[config.mk]
export PLATFORM = sky130hd
export DESIGN_NAME = mc_control_fsm
export DESIGN_NICKNAME = d
export VERILOG_FILES = /design/src/rtl/mc_control_fsm.sv
export SDC_FILE = /design/constraint.sdc
export NUM_CORES = 1
export LEC_CHECK = 0
export CORE_ASPECT_RATIO = 0.5
export CORE_MARGIN = 4
export CORE_UTILIZATION = 46
export CTS_BUF_LIST = sky130_fd_sc_hd__clkbuf_8
export CTS_CLUSTER_DIAMETER = 50
export DETAILED_ROUTE_END_ITERATION = 10
export PLACE_DENSITY = 0.81
export SYNTH_ARGS = -nofsm -noshare
export SYNTH_HDL_FRONTEND = slang
export SYNTH_SLANG_ARGS = --single-unit
export TNS_END_PERCENT = 100
[constraint.sdc]
create_clock -name clk -period 2.27 [get_ports clk]
set_clock_uncertainty 0.1 [all_clocks]
set_input_delay 0.454 -clock clk [delete_from_list [all_inputs] [get_ports clk]]
set_output_delay 0.454 -clock clk [all_outputs]
set_load 0.1 [all_outputs]
[src/rtl/mc_control_fsm.sv]
// Multicycle control sequencer for the 16-bit ALU datapath.
// Fetches over a ready handshake, decodes the 5-bit opcode and walks
// FETCH/DECODE/EXEC/MEM/WB, driving register-file, memory and PC strobes.
module mc_control_fsm #(
    parameter int unsigned WAIT_LIMIT = 15
) (
    input  logic        clk,
    input  logic        rst,
    output logic        imem_req,
    input  logic        imem_ready,
    input  logic [15:0] instr_rdata,
    output logic        ir_we,
    output logic [4:0]  alu_control,
    output logic        alu_src_imm,
    input  logic        branch_gate,
    output logic        rf_we,
    output logic [1:0]  rf_wsel,
    output logic        dmem_re,
    output logic        dmem_we,
    input  logic        dmem_ready,
    output logic        pc_we,
    output logic [1:0]  pc_sel,
    output logic        illegal,
    output logic        bus_err,
    output logic [2:0]  state_dbg
);

    typedef enum logic [2:0] {
        StFetch  = 3'd0,
        StDecode = 3'd1,
        StExec   = 3'd2,
        StMem    = 3'd3,
        StWb     = 3'd4,
        StTrap   = 3'd7
    } state_t;

    localparam logic [7:0] LP_LIMIT = 8'(WAIT_LIMIT);
    localparam logic [4:0] OP_LOAD  = 5'd14;
    localparam logic [4:0] OP_STORE = 5'd15;
    localparam logic [4:0] OP_JALR  = 5'd20;

    state_t     r_state;
    logic [4:0] r_op;
    logic [7:0] r_cnt;
    logic       r_illegal;
    logic       r_bus_err;

    logic [7:0] w_cnt_inc;
    logic       w_timeout;
    logic       w_alu_phase;

    assign w_cnt_inc   = r_cnt + 8'd1;
    // The wait that would bring the count to the limit is the one that traps.
    assign w_timeout   = (w_cnt_inc == LP_LIMIT);
    assign w_alu_phase = (r_state == StExec) || (r_state == StMem) || (r_state == StWb);

    // State, opcode, wait counter and sticky trap flags; counter clears on every state change.
    always_ff @(posedge clk) begin
        if (rst) begin
            r_state   <= StFetch;
            r_op      <= 5'd0;
            r_cnt     <= 8'd0;
            r_illegal <= 1'b0;
            r_bus_err <= 1'b0;
        end else begin
            case (r_state)
                StFetch: begin
                    if (imem_ready) begin
                        r_op    <= instr_rdata[15:11];
                        r_state <= StDecode;
                        r_cnt   <= 8'd0;
                    end else if (w_timeout) begin
                        r_bus_err <= 1'b1;
                        r_state   <= StTrap;
                        r_cnt     <= 8'd0;
                    end else begin
                        r_cnt <= w_cnt_inc;
                    end
                end
                StDecode: begin
                    r_cnt <= 8'd0;
                    if (r_op == 5'd0) begin
                        r_state <= StFetch;
                    end else if (r_op > OP_JALR) begin
                        r_illegal <= 1'b1;
                        r_state   <= StTrap;
                    end else begin
                        r_state <= StExec;
                    end
                end
                StExec: begin
                    r_cnt <= 8'd0;
                    if (r_op <= 5'd13) begin
                        r_state <= StWb;
                    end else if (r_op <= OP_STORE) begin
                        r_state <= StMem;
                    end else begin
                        r_state <= StFetch;
                    end
                end
                StMem: begin
                    if (dmem_ready) begin
                        r_cnt   <= 8'd0;
                        r_state <= (r_op == OP_STORE) ? StFetch : StWb;
                    end else if (w_timeout) begin
                        r_bus_err <= 1'b1;
                        r_state   <= StTrap;
                        r_cnt     <= 8'd0;
                    end else begin
                        r_cnt <= w_cnt_inc;
                    end
                end
                StWb: begin
                    r_cnt   <= 8'd0;
                    r_state <= StFetch;
                end
                StTrap: begin
                    r_state <= StTrap;
                end
                default: begin
                    r_cnt   <= 8'd0;
                    r_state <= StFetch;
                end
            endcase
        end
    end

    // Strobes decoded from state, opcode and the handshake inputs.
    always_comb begin
        imem_req    = 1'b0;
        ir_we       = 1'b0;
        alu_control = 5'd0;
        alu_src_imm = 1'b0;
        rf_we       = 1'b0;
        rf_wsel     = 2'd0;
        dmem_re     = 1'b0;
        dmem_we     = 1'b0;
        pc_we       = 1'b0;
        pc_sel      = 2'd0;

        if (w_alu_phase) begin
            // JALR borrows ADD so the ALU forms rs1+imm as the jump target.
            alu_control = (r_op == OP_JALR) ? 5'd1 : r_op;
            alu_src_imm = ((r_op >= 5'd8) && (r_op <= OP_STORE)) || (r_op == OP_JALR);
        end

        case (r_state)
            StFetch: begin
                imem_req = 1'b1;
                ir_we    = imem_ready;
            end
            StDecode: begin
                pc_we = (r_op == 5'd0);
            end
            StExec: begin
                if ((r_op >= 5'd16) && (r_op <= 5'd19)) begin
                    pc_we  = 1'b1;
                    pc_sel = branch_gate ? 2'd1 : 2'd0;
                end else if (r_op == OP_JALR) begin
                    rf_we   = 1'b1;
                    rf_wsel = 2'd2;
                    pc_we   = 1'b1;
                    pc_sel  = 2'd2;
                end
            end
            StMem: begin
                dmem_re = (r_op == OP_LOAD);
                dmem_we = (r_op == OP_STORE);
                pc_we   = (r_op == OP_STORE) && dmem_ready;
            end
            StWb: begin
                rf_we   = 1'b1;
                rf_wsel = (r_op == OP_LOAD) ? 2'd1 : 2'd0;
                pc_we   = 1'b1;
            end
            default: ;
        endcase
    end

    assign illegal   = r_illegal;
    assign bus_err   = r_bus_err;
    assign state_dbg = r_state;

endmodule

==> out/metrics.yaml, run 1 <==
endpoint_kind: "output port"
worst_path_max_delay_cell: "dfxtp_2"
htree_levels: 1
endpoint: "pc_we"
yosysSeqAreaShare_pct: 30.2
required_ns: 1.72
worstPathMaxFanout: 8
ir_worst_vdd_mv: 0.710
worst-setup-path-type: "reg -> out"
clk_latency_ns: 0.27
num_rows: 12
reg2reg_from: "r_cnt[0]$_SDFFE_PP0N_"
cp-start-kind: "register"
cts_root_buf: "clkbuf_8"
cap_violations: 0
r2r_setup_slack_ns: 0.09
dpl.hpwl_um: 2690
power_leakage_nw: 0.755
synthArstFlopShare_pct: 0
vias_per_cell: 6.25
reg2regPathDepth: 6
powerDensity_mw_per_mm2: 802
die_h_um: 44.0
grt_first_pass_wirelength_um: 6200
hp-class: "reg -> reg"
ant_nets: 0
final_cells: 233
synth_compound_area_share_pct: 26.2
dpl_cell_area_mm2: 0.00189
grt_pass1_vias: 1289
min_period_ns: 2.31
synthDistinctLibCells: 44
r2r_end: "r_cnt[1]$_SDFFE_PP0N_"
die_area_mm2: 0.00353
seqCellArea_um2: 382
worstPathCellList: "and4b_2 > nand2_4 > nor3_4 > a221o_4 > buf_12"
grt_overflow_total: 0
io_buffers: 30
synth_top_family_by_area: "simple AND/OR/NAND/NOR gates"
die_x_um: 80.1
fin_nets: 222
yosys.area_share.xor_xnor_pct: 0.733
dp_cells: 220
grt_usage_pct: 22.6
postSynthAreaPerCell_um2: 7.61
finalCritPeriodShare_pct: 102
yosysWarnings: 0
synth_ff_type: "dfxtp_1"
initial_core_util_pct: 51.0
layout_setup_ws_ns: -0.0404
final_cell_mix: "22 x buf_4, 16 x nor2_1, 16 x buf_12, 14 x a21oi_1"
synth.net_count: 180
synth_area_mm2: 0.00119
cts_hold_buf: 0
synth-edff-count: 0
drt_first_iter_violations: 160
max_stage_delay_ns: 0.42
synth.area.mux_share_pct: 4.19
yosys.area_share.simple_pct: 31.2
cp.buffers_inverters: 1
antenna_found_initial: 0
wl_per_cell_um: 19.6
cts-buffers-inserted: 3
core_area_mm2: 0.00234
crit_path_start: "r_op[2]$_SDFFE_PP0P_"
slew_viol_final: 0
syn_inst: 157
pre_cts_slack_ns: 0.0642
num_vias: 1457
syn2layout_area_growth_pct: 72.5
tns_ns: -0.0495
final.fill_count: 113
grt_max_degree: 16
drive_gt1_share_pct: 39.4
clkSlewWorstSetupHoldPaths_ns: 0.08
cp_top_family: "simple AND/OR/NAND/NOR gates"
status: "finished with violations"
setup_viol: 2
clock-sinks: 18
violations: "negative setup slack"
globalplace.congestion: 0.837
worstMarginPinSlew_ns: 0.519
synthAdderAreaFrac_pct: 2.09
max_freq_ghz: 0.433
drtPass1Iterations: 6
hold_path.startpoint: "r_cnt[7]$_SDFFE_PP0N_"
multiInputGateArea_um2: 986
cts_tree: "done"
cp.depth: 5
clockBufferDepth: 2
drcViolationCount: 0
routed_wl_um: 4570
finalHoldViolations: 0
utilization_pct: 88.0
arrival_ns: 1.76
mostFrequentLayoutCell: "buf_4"
stdcell_area_mm2: 0.00206
diodes: 0
relSlewSlack_pct: 65.0
ios: 42
ys_seq_elements: 18
-- timing repair --
action | CTS | global route
endpoints found under the setup margin | 6 | 4
setup buffers | 3 | 6
gates cloned | 0 | 0
gates resized for setup | 7 | 6
pin swaps | 0 | 6
-- worst min-delay path by stage --
stage	to	slack [ns]	cells past startpoint
after global routing	r_cnt[7]$_SDFFE_PP0N_	0.40	2
after global placement	r_cnt[7]$_SDFFE_PP0N_	0.35	2
after CTS	r_cnt[7]$_SDFFE_PP0N_	0.38	2
after floorplan	r_cnt[7]$_SDFFE_PP0N_	0.34	2
after detailed placement	r_cnt[7]$_SDFFE_PP0N_	0.37	2
final	r_cnt[7]$_SDFFE_PP0N_	0.38	2
-- through the flow --
| step | hold WS (ns) | power [mW] |
|---|---|---|
| after floorplan | 0.341 | 1.05 |
| after global placement | 0.353 | 1.26 |
| after detailed placement | 0.368 | 1.27 |
| after CTS | 0.378 | 1.58 |
| after global routing | 0.399 | 1.71 |
| final | 0.381 | 1.65 |
-- flip-flops by register name, summed over array words and instances, names as in the netlist --
name and flops:
state_dbg 3, r_cnt 8, illegal 1, r_op 5
bus_err 1
-- report_power, final --
part           switching, mW  internal, mW  leakage, nW
combinational          0.608         0.342        0.576
sequential            0.0714         0.351        0.151
clock                  0.126         0.155       0.0288
total                  0.805         0.847        0.755
-- worst min-delay path, cell delays in order, from the launching register on --
cell,delay (ns)
dfxtp_1,0.32
nand2_1,0.06
a21oi_1,0.05
-- cell type report --
type                    count  share of cell area [%]
clock buffers               4                    2.67
inverters                   5                   0.911
multi-input cells         124                    47.8
flip-flops and latches     18                    18.5
well taps                  35                    2.13
repair buffers             47                    27.9
-- per-layer routing --
metal  vias to the layer above  share of wire, %  GRT usage [%]
li1                        658                 -              -
met4                         0               3.7           5.05
met2                        75                47           39.8
met1                       702                43           28.3
met3                        22               6.4           5.69
met5                         -                 0              0
-- kinds of logic after synthesis --
| logic type | after synthesis |
|---|---|
| buffers and inverters | 15 |
| AOI/OAI and AO/OA | 44 |
| adders and majority gates | 2 |
| muxes | 5 |
| DFF | 18 |
| xor gates and xnor gates | 1 |
| and+or+nand+nor | 72 |
-- synthesized netlist by cell type (2+ instances only) --
| cell type | instances | share of area, % |
|---|---|---|
| nor3_1 | 6 | 2.5 |
| nor2_1 | 19 | 6.0 |
| mux2i_1 | 5 | 4.2 |
| a21o_1 | 3 | 1.9 |
| nor3b_1 | 2 | 1.3 |
| nand4_1 | 3 | 1.6 |
| and2_1 | 2 | 1.0 |
| inv_1 | 5 | 1.6 |
| nor2b_1 | 5 | 2.6 |
| o21ai_0 | 3 | 1.3 |
| a311oi_1 | 3 | 2.2 |
| a211oi_1 | 2 | 1.3 |
| a211o_1 | 3 | 2.2 |
| o22ai_1 | 2 | 1.0 |
| ha_1 | 2 | 2.1 |
| or3_1 | 5 | 2.6 |
| clkbuf_1 | 7 | 2.2 |
| nand2_1 | 15 | 4.7 |
| nor4b_1 | 2 | 1.5 |
| dfxtp_1 | 18 | 30 |
| nand3_1 | 4 | 1.7 |
| a21oi_1 | 17 | 7.1 |
| nand2b_1 | 3 | 1.6 |
(Power assumes the default switching activity.)
==> run 2, diff against run 1 <==
Settings changed: SKIP_LAST_GASP set to 1.
==> results of run 2 <==
No change in the layout: final DEF, timing and power equal those of run 1.
==> run 3, diff against run 2 <==
Settings changed: MAX_ROUTING_LAYER set to met4, SKIP_LAST_GASP 1 to not set.
==> run 3 against run 2 <==
  * The flow still finishes with violations (negative setup slack)
  * Utilization unchanged
  * Flip-flop and latch count is the same
  * Die area unchanged
  * Global-route usage rose by 0.72 points
  * Routed wire length down 0.18%
  * Largest cell class unchanged
  * Highest routed layer unchanged
==> out/metrics.yaml, run 3 (same netlist as run 1, synthesis figures left out) <==
status: "finished with violations"
violations: "negative setup slack"
setup_viol: 2
worstPathMaxFanout: 8
grt_max_degree: 16
relSlewSlack_pct: 65.1
min_period_ns: 2.30
final_cell_mix: "22 x buf_4, 16 x nor2_1, 16 x buf_12, 14 x a21oi_1"
arrival_ns: 1.75
mostFrequentLayoutCell: "buf_4"
slew_viol_final: 0
initial_core_util_pct: 51.0
p_int_uw: 848
core_area_mm2: 0.00234
power_leakage_nw: 0.755
antenna_found_initial: 0
vias_per_cell: 6.30
clockBufferDepth: 2
multiInputGateArea_um2: 986
p_sw_uw: 808
diodes: 0
swShare_pct: 48.8
die_area_mm2: 0.00353
utilization_pct: 88.0
clkSlewWorstSetupHoldPaths_ns: 0.08
grt_overflow_total: 0
worst-setup-path-type: "reg -> out"
io_buffers: 30
drt_first_iter_violations: 161
cp-start-kind: "register"
worstMarginPinSlew_ns: 0.518
pre_cts_slack_ns: 0.0642
drtPass1Iterations: 6
clock-sinks: 18
hold_depth: 2
layout_setup_ws_ns: -0.0349
ir_worst_vdd_mv: 0.712
grt_usage_pct: 23.3
die_h_um: 44.0
reg2reg_from: "r_cnt[0]$_SDFFE_PP0N_"
ios: 42
largest_reg_flops: 8
hold_path.startpoint: "r_cnt[7]$_SDFFE_PP0N_"
grt_pass1_vias: 1289
clk_latency_ns: 0.27
ant_nets: 0
dpl_cell_area_mm2: 0.00189
min_to: "r_cnt[7]$_SDFFE_PP0N_"
num_rows: 12
cap_violations: 0
drcViolationCount: 0
cts_root_buf: "clkbuf_8"
die_x_um: 80.1
required_ns: 1.72
routed_wl_um: 4560
r2r_end: "r_cnt[1]$_SDFFE_PP0N_"
seqPwrFrac_pct: 25.5
seqCellArea_um2: 382
dpl.hpwl_um: 2690
p_comb_share_pct: 57.5
r2r_setup_slack_ns: 0.09
num_vias: 1467
stdcell_area_mm2: 0.00206
tns_ns: -0.0382
drive_gt1_share_pct: 39.4
clockPowerShare_pct: 17.1
cts_tree: "done"
powerDensity_mw_per_mm2: 803
hp-class: "reg -> reg"
final_cells: 233
cts-buffers-inserted: 3
cts_hold_buf: 0
final.fill_count: 113
htree_levels: 1
grt_first_pass_wirelength_um: 6200
wl_per_cell_um: 19.6
fin_nets: 222
max_freq_ghz: 0.434
reg2regPathDepth: 6
syn2layout_area_growth_pct: 72.5
dp_cells: 220
finalHoldViolations: 0
globalplace.congestion: 0.850
endpoint_kind: "output port"
largest-register: "r_cnt"
finalCritPeriodShare_pct: 102
[run 3: cell counts in the layout (fill, tap and decap cells not counted)]
Identical to the previous run, type by type.
[run 3: final cells by class]
class / count / area share [%]
inverter: 5 / 0.911
multi-input combinational: 124 / 47.8
sequential: 18 / 18.5
tap: 35 / 2.13
clock buffer: 4 / 2.67
timing repair buffer: 47 / 27.9
[run 3: critical path: stages (launching register included)]
cell	delay, ns
dfxtp_2	0.42
and4b_2	0.35
nand2_4	0.08
nor3_4	0.22
a221o_4	0.24
buf_12	0.17
[run 3: worst max path at each step]
stage / from / to / slack [ns] / cells past startpoint
floorplan: r_op[4]$_SDFFE_PP0P_ / pc_we / -0.39 / 5
global placement: imem_ready / r_cnt[3]$_SDFFE_PP0N_ / 0.09 / 5
detailed placement: imem_ready / r_cnt[3]$_SDFFE_PP0N_ / 0.06 / 5
CTS: r_op[3]$_SDFFE_PP0P_ / pc_we / 0.02 / 5
global route: r_op[2]$_SDFFE_PP0P_ / pc_we / -0.09 / 5
finish: r_op[2]$_SDFFE_PP0P_ / pc_we / -0.03 / 5
[run 3: timing repair]
action | 4_1_cts | 5_1_grt
gates resized for setup | 7 | 6
pin swaps | 0 | 6
setup buffers | 3 | 6
hold endpoints to repair | 0 | 0
endpoints found under the setup margin | 6 | 4
[run 3: power groups by stage]
stage	combinational, mW	sequential, mW	clock, mW
4_1_cts	0.878	0.421	0.277
3_3_place_gp	0.823	0.434	0
6_report	0.951	0.422	0.283
2_1_floorplan	0.570	0.477	0
3_5_place_dp	0.841	0.433	0
5_1_grt	0.980	0.428	0.297
[run 3: stage by stage]
| step | power, mW | hold slack (ns) |
|---|---|---|
| floorplan | 1.05 | 0.341 |
| global placement | 1.26 | 0.353 |
| detailed placement | 1.27 | 0.368 |
| CTS | 1.58 | 0.378 |
| global route | 1.71 | 0.399 |
| finish | 1.66 | 0.378 |
[run 3: layer usage]
metal | vias up | global-route usage (%) | wire length, um
met5 | - | - | 0
met1 | 693 | 28.3 | 1900
li1 | 656 | - | -
met4 | 0 | 5.05 | 202
met3 | 27 | 5.69 | 390
met2 | 91 | 39.8 | 2070
